**src/rtl/rs232_pkg.sv**
```systemverilog
// Shared definitions for the RS232 transmitter and the future receiver:
// frame state encoding, parity selection codes and a constant clog2.
package rs232_pkg;

    typedef enum logic [2:0] {
        ST_IDLE,
        ST_START,
        ST_DATA,
        ST_PARITY,
        ST_STOP
    } state_t;

    localparam int PARITY_NONE = 0;
    localparam int PARITY_ODD  = 1;
    localparam int PARITY_EVEN = 2;

    function automatic int clog2(input longint value);
        int result;
        result = 0;
        while ((longint'(1) << result) < value) begin
            result++;
        end
        return result;
    endfunction

endpackage

```
**src/rtl/rs232_baud_gen.sv**
```systemverilog
// Fractional bit-rate generator: adds BAUD_RATE per cycle modulo CLOCK_FREQ and
// ticks on each wrap, so bit boundaries never accumulate rounding error.
module rs232_baud_gen
    import rs232_pkg::*;
#(
    parameter int CLOCK_FREQ = 133000000,
    parameter int BAUD_RATE  = 115200
) (
    input  logic clock,
    input  logic reset,
    input  logic clear,
    output logic tick
);

    // One extra bit so acc + BAUD_RATE (< 2*CLOCK_FREQ) never overflows.
    localparam int ACC_W = clog2(CLOCK_FREQ) + 1;
    localparam logic [ACC_W-1:0] INC = ACC_W'(BAUD_RATE);
    localparam logic [ACC_W-1:0] MOD = ACC_W'(CLOCK_FREQ);

    logic [ACC_W-1:0] acc_reg;
    logic [ACC_W-1:0] acc_next;
    logic [ACC_W-1:0] sum;

    // tick deliberately ignores clear: the caller decides to clear based on tick.
    always_comb begin
        sum      = acc_reg + INC;
        tick     = (sum >= MOD);
        acc_next = tick ? (sum - MOD) : sum;
        if (clear) begin
            acc_next = '0;
        end
    end

    always_ff @(posedge clock or posedge reset) begin
        if (reset) begin
            acc_reg <= '0;
        end else begin
            acc_reg <= acc_next;
        end
    end

endmodule

```
**src/rtl/rs232_send_fifo.sv**
```systemverilog
// Buffered RS232 transmitter with configurable frame and RTS flow control at frame boundaries.
// The parity stage is compiled in only when RS232_SEND_PARITY_EN is defined.
module rs232_send_fifo
    import rs232_pkg::*;
#(
    parameter int CLOCK_FREQ = 133000000,
    parameter int BAUD_RATE  = 115200,
    parameter int DATA_BITS  = 8,
    parameter int STOP_BITS  = 1,
    parameter int PARITY     = 0,
    parameter int DEPTH      = 16
) (
    input  logic                 clock,
    input  logic                 reset,
    output logic                 rs232_rxd,
    input  logic                 rs232_rts_n,
    input  logic [DATA_BITS-1:0] data,
    input  logic                 valid,
    output logic                 ready,
    output logic                 busy
);

    localparam int AW = clog2(DEPTH);
    localparam int PW = AW + 1;

`ifdef RS232_SEND_PARITY_EN
    localparam bit PARITY_BUILT = 1'b1;
`else
    localparam bit PARITY_BUILT = 1'b0;
`endif
    localparam bit HAS_PARITY = PARITY_BUILT && (PARITY != PARITY_NONE);

    logic [DATA_BITS-1:0] mem [DEPTH];
    logic [PW-1:0]        wr_ptr_reg, wr_ptr_next;
    logic [PW-1:0]        rd_ptr_reg, rd_ptr_next;
    logic                 ready_reg;
    logic                 push, pop, empty, full_next;
    logic [DATA_BITS-1:0] fifo_head;

    logic                 rts_meta_reg, rts_sync_reg;
    state_t               state_reg, state_next;
    logic [DATA_BITS-1:0] shift_reg, shift_next;
    logic [2:0]           cnt_reg, cnt_next;
    logic                 rxd_reg, rxd_next;
    logic                 tick, baud_clear, start_ok;
`ifdef RS232_SEND_PARITY_EN
    logic                 parity_reg, parity_next;
`endif

    // Pointers carry one extra wrap bit so full and empty are distinguishable.
    assign push        = valid && ready_reg;
    assign empty       = (wr_ptr_reg == rd_ptr_reg);
    assign wr_ptr_next = wr_ptr_reg + PW'(push);
    assign rd_ptr_next = rd_ptr_reg + PW'(pop);
    assign full_next   = (wr_ptr_next[AW] != rd_ptr_next[AW]) &&
                         (wr_ptr_next[AW-1:0] == rd_ptr_next[AW-1:0]);
    assign fifo_head   = mem[rd_ptr_reg[AW-1:0]];

    always_ff @(posedge clock) begin
        if (push) begin
            mem[wr_ptr_reg[AW-1:0]] <= data;
        end
    end

    always_ff @(posedge clock or posedge reset) begin
        if (reset) begin
            wr_ptr_reg   <= '0;
            rd_ptr_reg   <= '0;
            ready_reg    <= 1'b0;
            rts_meta_reg <= 1'b1;
            rts_sync_reg <= 1'b1;
        end else begin
            wr_ptr_reg   <= wr_ptr_next;
            rd_ptr_reg   <= rd_ptr_next;
            ready_reg    <= !full_next;
            rts_meta_reg <= rs232_rts_n;
            rts_sync_reg <= rts_meta_reg;
        end
    end

    assign start_ok   = !empty && !rts_sync_reg;
    assign baud_clear = (state_reg == ST_IDLE) || pop;

    rs232_baud_gen #(
        .CLOCK_FREQ (CLOCK_FREQ),
        .BAUD_RATE  (BAUD_RATE)
    ) u_baud_gen (
        .clock (clock),
        .reset (reset),
        .clear (baud_clear),
        .tick  (tick)
    );

    always_comb begin
        state_next = state_reg;
        shift_next = shift_reg;
        cnt_next   = cnt_reg;
        pop        = 1'b0;
        rxd_next   = 1'b1;
`ifdef RS232_SEND_PARITY_EN
        parity_next = parity_reg;
`endif

        case (state_reg)
            ST_IDLE: begin
                if (start_ok) begin
                    pop = 1'b1;
                end
            end
            ST_START: begin
                rxd_next = 1'b0;
                if (tick) begin
                    state_next = ST_DATA;
                    cnt_next   = '0;
                end
            end
            ST_DATA: begin
                rxd_next = shift_reg[0];
                if (tick) begin
                    shift_next = shift_reg >> 1;
                    if (cnt_reg == 3'(DATA_BITS - 1)) begin
                        state_next = HAS_PARITY ? ST_PARITY : ST_STOP;
                        cnt_next   = '0;
                    end else begin
                        cnt_next = cnt_reg + 3'd1;
                    end
                end
            end
`ifdef RS232_SEND_PARITY_EN
            ST_PARITY: begin
                rxd_next = parity_reg;
                if (tick) begin
                    state_next = ST_STOP;
                    cnt_next   = '0;
                end
            end
`endif
            ST_STOP: begin
                if (tick) begin
                    if (cnt_reg == 3'(STOP_BITS - 1)) begin
                        // Chain straight into the next frame when allowed: no idle bit.
                        state_next = ST_IDLE;
                        pop        = start_ok;
                    end else begin
                        cnt_next = cnt_reg + 3'd1;
                    end
                end
            end
            default: state_next = ST_IDLE;
        endcase

        if (pop) begin
            state_next = ST_START;
            shift_next = fifo_head;
            cnt_next   = '0;
`ifdef RS232_SEND_PARITY_EN
            parity_next = (PARITY == PARITY_ODD) ? ~^fifo_head : ^fifo_head;
`endif
        end
    end

    // The line is registered, so it trails the state by one cycle throughout.
    always_ff @(posedge clock or posedge reset) begin
        if (reset) begin
            state_reg <= ST_IDLE;
            shift_reg <= '0;
            cnt_reg   <= '0;
            rxd_reg   <= 1'b1;
`ifdef RS232_SEND_PARITY_EN
            parity_reg <= 1'b0;
`endif
        end else begin
            state_reg <= state_next;
            shift_reg <= shift_next;
            cnt_reg   <= cnt_next;
            rxd_reg   <= rxd_next;
`ifdef RS232_SEND_PARITY_EN
            parity_reg <= parity_next;
`endif
        end
    end

    assign rs232_rxd = rxd_reg;
    assign ready     = ready_reg;
    assign busy      = (state_reg != ST_IDLE) || !empty;

endmodule

```
**config.mk**
```make
export PLATFORM = sky130hd
export DESIGN_NAME = rs232_send_fifo
export DESIGN_NICKNAME = d
export VERILOG_FILES = /design/src/rtl/rs232_pkg.sv /design/src/rtl/rs232_baud_gen.sv /design/src/rtl/rs232_send_fifo.sv
export SDC_FILE = /design/constraint.sdc
export NUM_CORES = 1
export LEC_CHECK = 0
export ABC_AREA = 1
export CAP_MARGIN = 20
export CORE_MARGIN = 2
export CORE_UTILIZATION = 42
export CTS_BUF_LIST = sky130_fd_sc_hd__clkbuf_8
export DETAILED_ROUTE_END_ITERATION = 8
export SLEW_MARGIN = 5
export SYNTH_ARGS = -nofsm -noshare
export SYNTH_HDL_FRONTEND = slang
export SYNTH_HIERARCHICAL = 1
export SYNTH_SLANG_ARGS = --single-unit
```
**constraint.sdc**
```tcl
create_clock -name clock -period 4.7 [get_ports clock]
set_input_delay 0.94 -clock clock [delete_from_list [all_inputs] [get_ports clock]]
set_output_delay 0.94 -clock clock [all_outputs]
set_load 0.005 [all_outputs]
```
## After elaboration in Yosys (flattened, before gate mapping)

Memory sizes are Yosys's and may differ from the RTL's.
Index checks and enable logic that the tools add are counted.

| storage, ports and cells | value |
|---|---|
| register bits after elaboration | 56 |
| RAM bits | 128 |
| input port bits | 12 |
| output and inout port bits | 3 |
| logic and storage cells | 74 |
| memories | 1 |

| cells by class | value |
|---|---|
| add/sub/neg operators | 5 |
| order comparisons | 1 |
| equal/unequal tests | 14 |
| mux-type cells | 26 |
| reductions and logical operators | 17 |

Memories:

| name | words | bits a word | rd ports | clocked after memory_dff | wr ports | line | source |
|---|---|---|---|---|---|---|---|
| mem | 16 | 8 | 1 | 0 | 1 | rs232_send_fifo.sv:33 | `logic [DATA_BITS-1:0] mem [DEPTH];` |

Operators by type and width:

| kind | count |
|---|---|
| 2-to-1 mux 28 bit | 2 |
| 2-to-1 mux 3 bit | 12 |
| adder 28 x 17 -> 28 bit (second input constant) | 1 |
| greater-or-equal comparator 28 x 27 -> 1 bit (second input constant) | 1 |
| subtractor 28 x 27 -> 28 bit (second input constant) | 1 |
| 2-to-1 mux 8 bit | 3 |
| inequality test 3 bit (second input constant) | 6 |
| case mux 3 bit (4 select lines) | 1 |
| adder 5 x 1 -> 5 bit | 2 |
| case mux 3 bit (3 select lines) | 1 |
| equality test 3 bit (second input constant) | 2 |
| logical NOT 3 bit | 2 |
| AND reduction 6 bit | 1 |
| equality test 5 bit | 1 |
| 2-to-1 mux 1 bit | 5 |
| AND reduction 5 bit | 1 |
| equality test 4 bit | 1 |
| case mux 1 bit (2 select lines) | 2 |
| nonzero test 2 bit | 2 |
| nonzero test 4 bit | 1 |
| adder 3 x 1 -> 3 bit (second input constant) | 1 |
| equality test 3 x 1 -> 1 bit (second input constant) | 1 |
| equality test 3 x 2 -> 1 bit (second input constant) | 1 |
| logical AND 1 bit | 3 |
| 6 further kinds | 9 |

## Depth between registers and ports, before layout

| logic depth | value |
|---|---|
| depth in word-level cells | 10 |
| depth in mapped cells | 25 |
| depth with buffers taken out | 24 |

## Hierarchy

Netlist, hierarchy kept.

Modules (own cells, without submodules):

| module | times used | cells each | area each (sq um) | seq. area each (sq um) |
|---|---|---|---|---|
| rs232_send_fifo | 1 | 729 | 7,089.3 | 4,548.1 |
| rs232_baud_gen | 1 | 368 | 2,170.8 | 550.5 |

## Worst setup path after synthesis

OpenSTA, ideal clock, no wires.

| timing | value |
|---|---|
| path type | register -> register |
| start | register u_baud_gen.acc_reg[9] |
| end | register ready_reg, in the netlist ready |
| setup time | 132 ps |
| data arrival time | 3,178 ps |
| required time | 4,568 ps |
| path slack | 1,390 ps |
| cell stages (with the launch flop) | 24 |
| path buffers | 1 |
| period minus slack after synthesis | 3,310 ps |
| path through | dfrtp_1 ha_1 nand2_2 inv_2 nor2_4 nand2_1 a21oi_1 nand3_1 nand2_1 nand2_1 inv_1 nand2_2 nand3_4 buf_6 nand3_1 a21oi_2 inv_1 nor2_4 ha_1 ha_1 nand2_1 xnor2_1 xor2_1 nand4_1 |

| between the ends | value |
|---|---|
| word-level cells in the longest chain between the ends | 8 |
| elaborated cells between the ends (all ways) | 9 |
| classes of those cells | add/sub: 2; order compare: 1; eq/ne: 2; mux: 2; reduce/logical: 2 |

Ends and longest elaborated chain:

| what | line | source |
|---|---|---|
| start: declaration | rs232_baud_gen.sv:20 | `logic [ACC_W-1:0] acc_reg;` |
| start signal: assignment | rs232_baud_gen.sv:38 | `acc_reg <= acc_next;` |
| adder 28 x 17 -> 28 bit | rs232_baud_gen.sv:26 | `sum = acc_reg + INC;` |
| greater-or-equal comparator 28 x 27 -> 1 bit | rs232_baud_gen.sv:27 | `tick = (sum >= MOD);` |
| net tick | rs232_send_fifo.sv:45 | `logic tick, baud_clear, start_ok;` |
| 2-to-1 mux 1 bit | rs232_send_fifo.sv:139 | `if (tick) begin` |
| case mux 1 bit (2 select lines) | rs232_send_fifo.sv:104 | `case (state_reg)` |
| net pop | rs232_send_fifo.sv:37 | `logic push, pop, empty, full_next;` |
| adder 5 x 1 -> 5 bit | rs232_send_fifo.sv:54 | `assign rd_ptr_next = rd_ptr_reg + PW'(pop);` |
| net rd_ptr_next[4] | rs232_send_fifo.sv:35 | `logic [PW-1:0] rd_ptr_reg, rd_ptr_next;` |
| inequality test 1 bit | rs232_send_fifo.sv:55 | `assign full_next = (wr_ptr_next[AW] != rd_ptr_next[AW]) &&` |
| logical AND 1 bit | rs232_send_fifo.sv:55 |  |
| logical NOT 1 bit | rs232_send_fifo.sv:75 | `ready_reg <= !full_next;` |
| end signal: assignment | rs232_send_fifo.sv:75 |  |
| end: declaration | rs232_send_fifo.sv:36 | `logic ready_reg;` |

The timed path passes the listed nets, and every way through them passes these cells.
A chain may end at the register's enable or synchronous reset.

## Worst setup path after layout

Same ends and word-level chain as after synthesis.

==> flow_metrics.tcl <==
set metrics [dict create \
    status "finished, final reports clean" \
    setup_viol 0 \
    firstDrtPassIters 5 \
    syn_inst 1097 \
    hold_viol 0 \
    antenna_found_initial 0 \
    min_period_over_period 0.786 \
    crit_end "ready$_DFF_PP0_" \
    cts_tree "yes" \
    final_layout_size_suffix_gt1_frac 0.0655 \
    yosysSeqAreaShare 0.551 \
    syn_nets 1120 \
    io_buffers 14 \
    syn-cell-area_mm2 0.00926 \
    fin_nets 1125 \
    drc 0 \
    drv_slew 0 \
    finalSetupTns_ns 0 \
    grt-ovfl-total 0 \
    core.rowCount 54 \
    fin_worst_skew_ns 0.0244 \
    insertion_delay_ns 0.47 \
    synthTopCellsByArea "edfxtp_1 42%, nand2_1 14%, dfrtp_1 13%, nand3_1 8.7%, inv_1 7.4%" \
    synth_top_area_cell "edfxtp_1" \
    grt_pass1_wl_um 33400 \
    synth_top_area_frac 0.415 \
    min_period_ns 3.69 \
    area_growth_pct 7.90 \
    cellLeakagePower_uw 0.00455 \
    powerDensity_mw_per_mm2 336 \
    synthSimpleGateAreaFrac 0.288 \
    diodes 0 \
    cts_root_buf "clkbuf_8" \
    hold_class "register to register" \
    clock_sinks 178 \
    initial_core_util 0.426 \
    synth_compound_area_frac 0.0312 \
    maxCapViolations 0 \
    die_w_um 152 \
    vias 6840 \
    synthMuxAreaShare 0 \
    endpoint_kind "register" \
    wl_per_cell_um 14.7 \
    max-clock-path-buffers 2 \
    rsz0062_at_grt "false" \
    grtUsageTotal 0.182 \
    grt_max_degree 65 \
    required_ns 5.03 \
    tightestPinTransition_ns 0.914 \
    syn_area_per_cell_um2 8.44 \
    crit_fanout 9 \
    start_kind "register" \
    vias_per_cell 4.90 \
    core_area_mm2 0.0218 \
    fp.dieH_um 152 \
    cts.htree.levels 4 \
    yosysWarnings 6 \
    cts_hold_buf 0 \
    clkTransAtPathRegs_ns 0.11 \
    layout_common_cells "346 x nand2_1, 183 x inv_1, 161 x nand3_1, 128 x edfxtp_1, 76 x nor2_1" \
    startpoint "u_baud_gen/acc_reg[9]$_DFF_PP0_" \
    fillers 2113 \
    r2r_slack_ns 1.01 \
    rr_startpoint "u_baud_gen/acc_reg[9]$_DFF_PP0_" \
    fmax_mhz 271 \
    final_util 0.459 \
    post_cts_buffers 0 \
    io_pins 15 \
    yosysUniqueCellTypes 34 \
    r2r_cells 22 \
    synth_fa_ha_area_frac 0.0149 \
    antenna_left 0 \
    post_cts_resized 0 \
    largest_reg_flops 128 \
    relSlewSlack 0.390 \
    first_global_vias 6442 \
    post_synth_xor_area_fraction 0.0113 \
    crit_type "register to register" \
    synth_top_family_by_area "simple AND/OR/NAND/NOR gates" \
    ir_worst_vdd_uv 217 \
    reg2reg_to "ready$_DFF_PP0_" \
    ys_ff_latch 178 \
    worst_ep_arrival_time_ns 4.03 \
    die-area_mm2 0.0233 \
    finalPower_uw 3360 \
    gp_congestion 0.806 \
    drtIter0Drc 414 \
    final_common_cell "nand2_1" \
    cts_buffers 17 \
    dpl.hpwl_um 13500 \
    wl_um 20600 \
]
==> cell families after synthesis <==
kind of cell	Yosys count
buffers and inverters	224
XOR/XNOR	12
adder cells (fa/ha/maj)	11
AO/OA/AOI/OAI	52
AND/OR/NAND/NOR	620
flip-flops	178
==> Yosys cell counts <==
master	number
o21ai_0	15
buf_4	8
o21ai_2	1
a21oi_1	26
nand2_2	9
nor3_1	3
and2_1	1
nand2_1	346
inv_1	183
buf_2	11
a21oi_4	1
inv_2	7
clkbuf_1	4
nor2_2	4
dfstp_2	3
nor2_1	76
dfrtp_1	47
nand3_2	1
xor2_1	5
xnor2_1	7
nor2_4	5
buf_6	11
nor3_2	1
nand4_1	11
nand3_1	161
o21bai_1	2
ha_1	11
a21oi_2	1
nand3_4	1
nand3b_1	1
edfxtp_1	128
o31ai_1	1
a21boi_0	1
o21ai_1	4
==> per-stage QoR <==
step / hold slack, ns / instance area, µm² / worst slack [ns] / instances
2_1_floorplan: 0.345 / 9260 / 1.39 / 1097
3_3_place_gp: 0.347 / 9540 / 1.09 / 1362
3_5_place_dp: 0.347 / 9560 / 1.06 / 1363
4_1_cts: 0.364 / 9990 / 0.977 / 1395
5_1_grt: 0.378 / 9990 / 0.592 / 1395
6_report: 0.364 / 9990 / 1.01 / 1395
==> routing by layer <==
| metal | vias up | track usage | share of wire | wire length, µm |
|---|---|---|---|---|
| li1 | 3492 | - | - | - |
| met3 | 24 | 0.0307 | 0.039 | 796 |
| met5 | - | 0 | 0 | 0 |
| met2 | 122 | 0.307 | 0.49 | 10000 |
| met1 | 3202 | 0.240 | 0.45 | 9350 |
| met4 | 0 | 0.0639 | 0.021 | 423 |
==> report_power, final <==
part / internal [µW] / switching, µW / leakage [µW]
clock network: 416 / 684 / 0.000210
registers: 1840 / 59.1 / 0.00178
logic: 103 / 261 / 0.00257
total: 2360 / 1000 / 0.00455
==> worst min path at each step <==
stage                      startpoint  depth (start not counted)                      to  slack (ns)
3_3_place_gp   rts_meta_reg$_DFF_PP1_                          0  rts_sync_reg$_DFF_PP1_        0.35
3_5_place_dp   rts_meta_reg$_DFF_PP1_                          0  rts_sync_reg$_DFF_PP1_        0.35
2_1_floorplan  rts_meta_reg$_DFF_PP1_                          0  rts_sync_reg$_DFF_PP1_        0.35
5_1_grt        rts_meta_reg$_DFF_PP1_                          0  rts_sync_reg$_DFF_PP1_        0.38
6_report       rts_meta_reg$_DFF_PP1_                          0  rts_sync_reg$_DFF_PP1_        0.36
4_1_cts        rts_meta_reg$_DFF_PP1_                          0  rts_sync_reg$_DFF_PP1_        0.36
==> layout make-up <==
cell class                      instances  area (µm²)  area share
Sequential cell                       178        5100       0.510
Inverter                              190         713      0.0714
Clock inverter                         15         203      0.0203
Timing Repair Buffer                   20         198      0.0198
Clock buffer                           17         234      0.0234
Multi-Input combinational cell        695        3190       0.320
Tap cell                              280         350      0.0351
==> critical path, cell delays in order, from the launching register on <==
cell,delay [ns]
dfrtp_1,0.38
inv_2,0.09
ha_1,0.38
inv_1,0.07
nand2_1,0.06
nand2_1,0.07
a21oi_1,0.28
nand3_1,0.11
nand2_1,0.12
nand2_1,0.12
inv_1,0.09
nand2_2,0.09
nand3_4,0.09
nand3_1,0.09
a21oi_2,0.16
inv_1,0.09
nor2_4,0.26
ha_1,0.24
ha_1,0.18
nand2_1,0.08
xnor2_1,0.23
xor2_1,0.18
nand4_1,0.11
(Power assumes the default switching activity.)
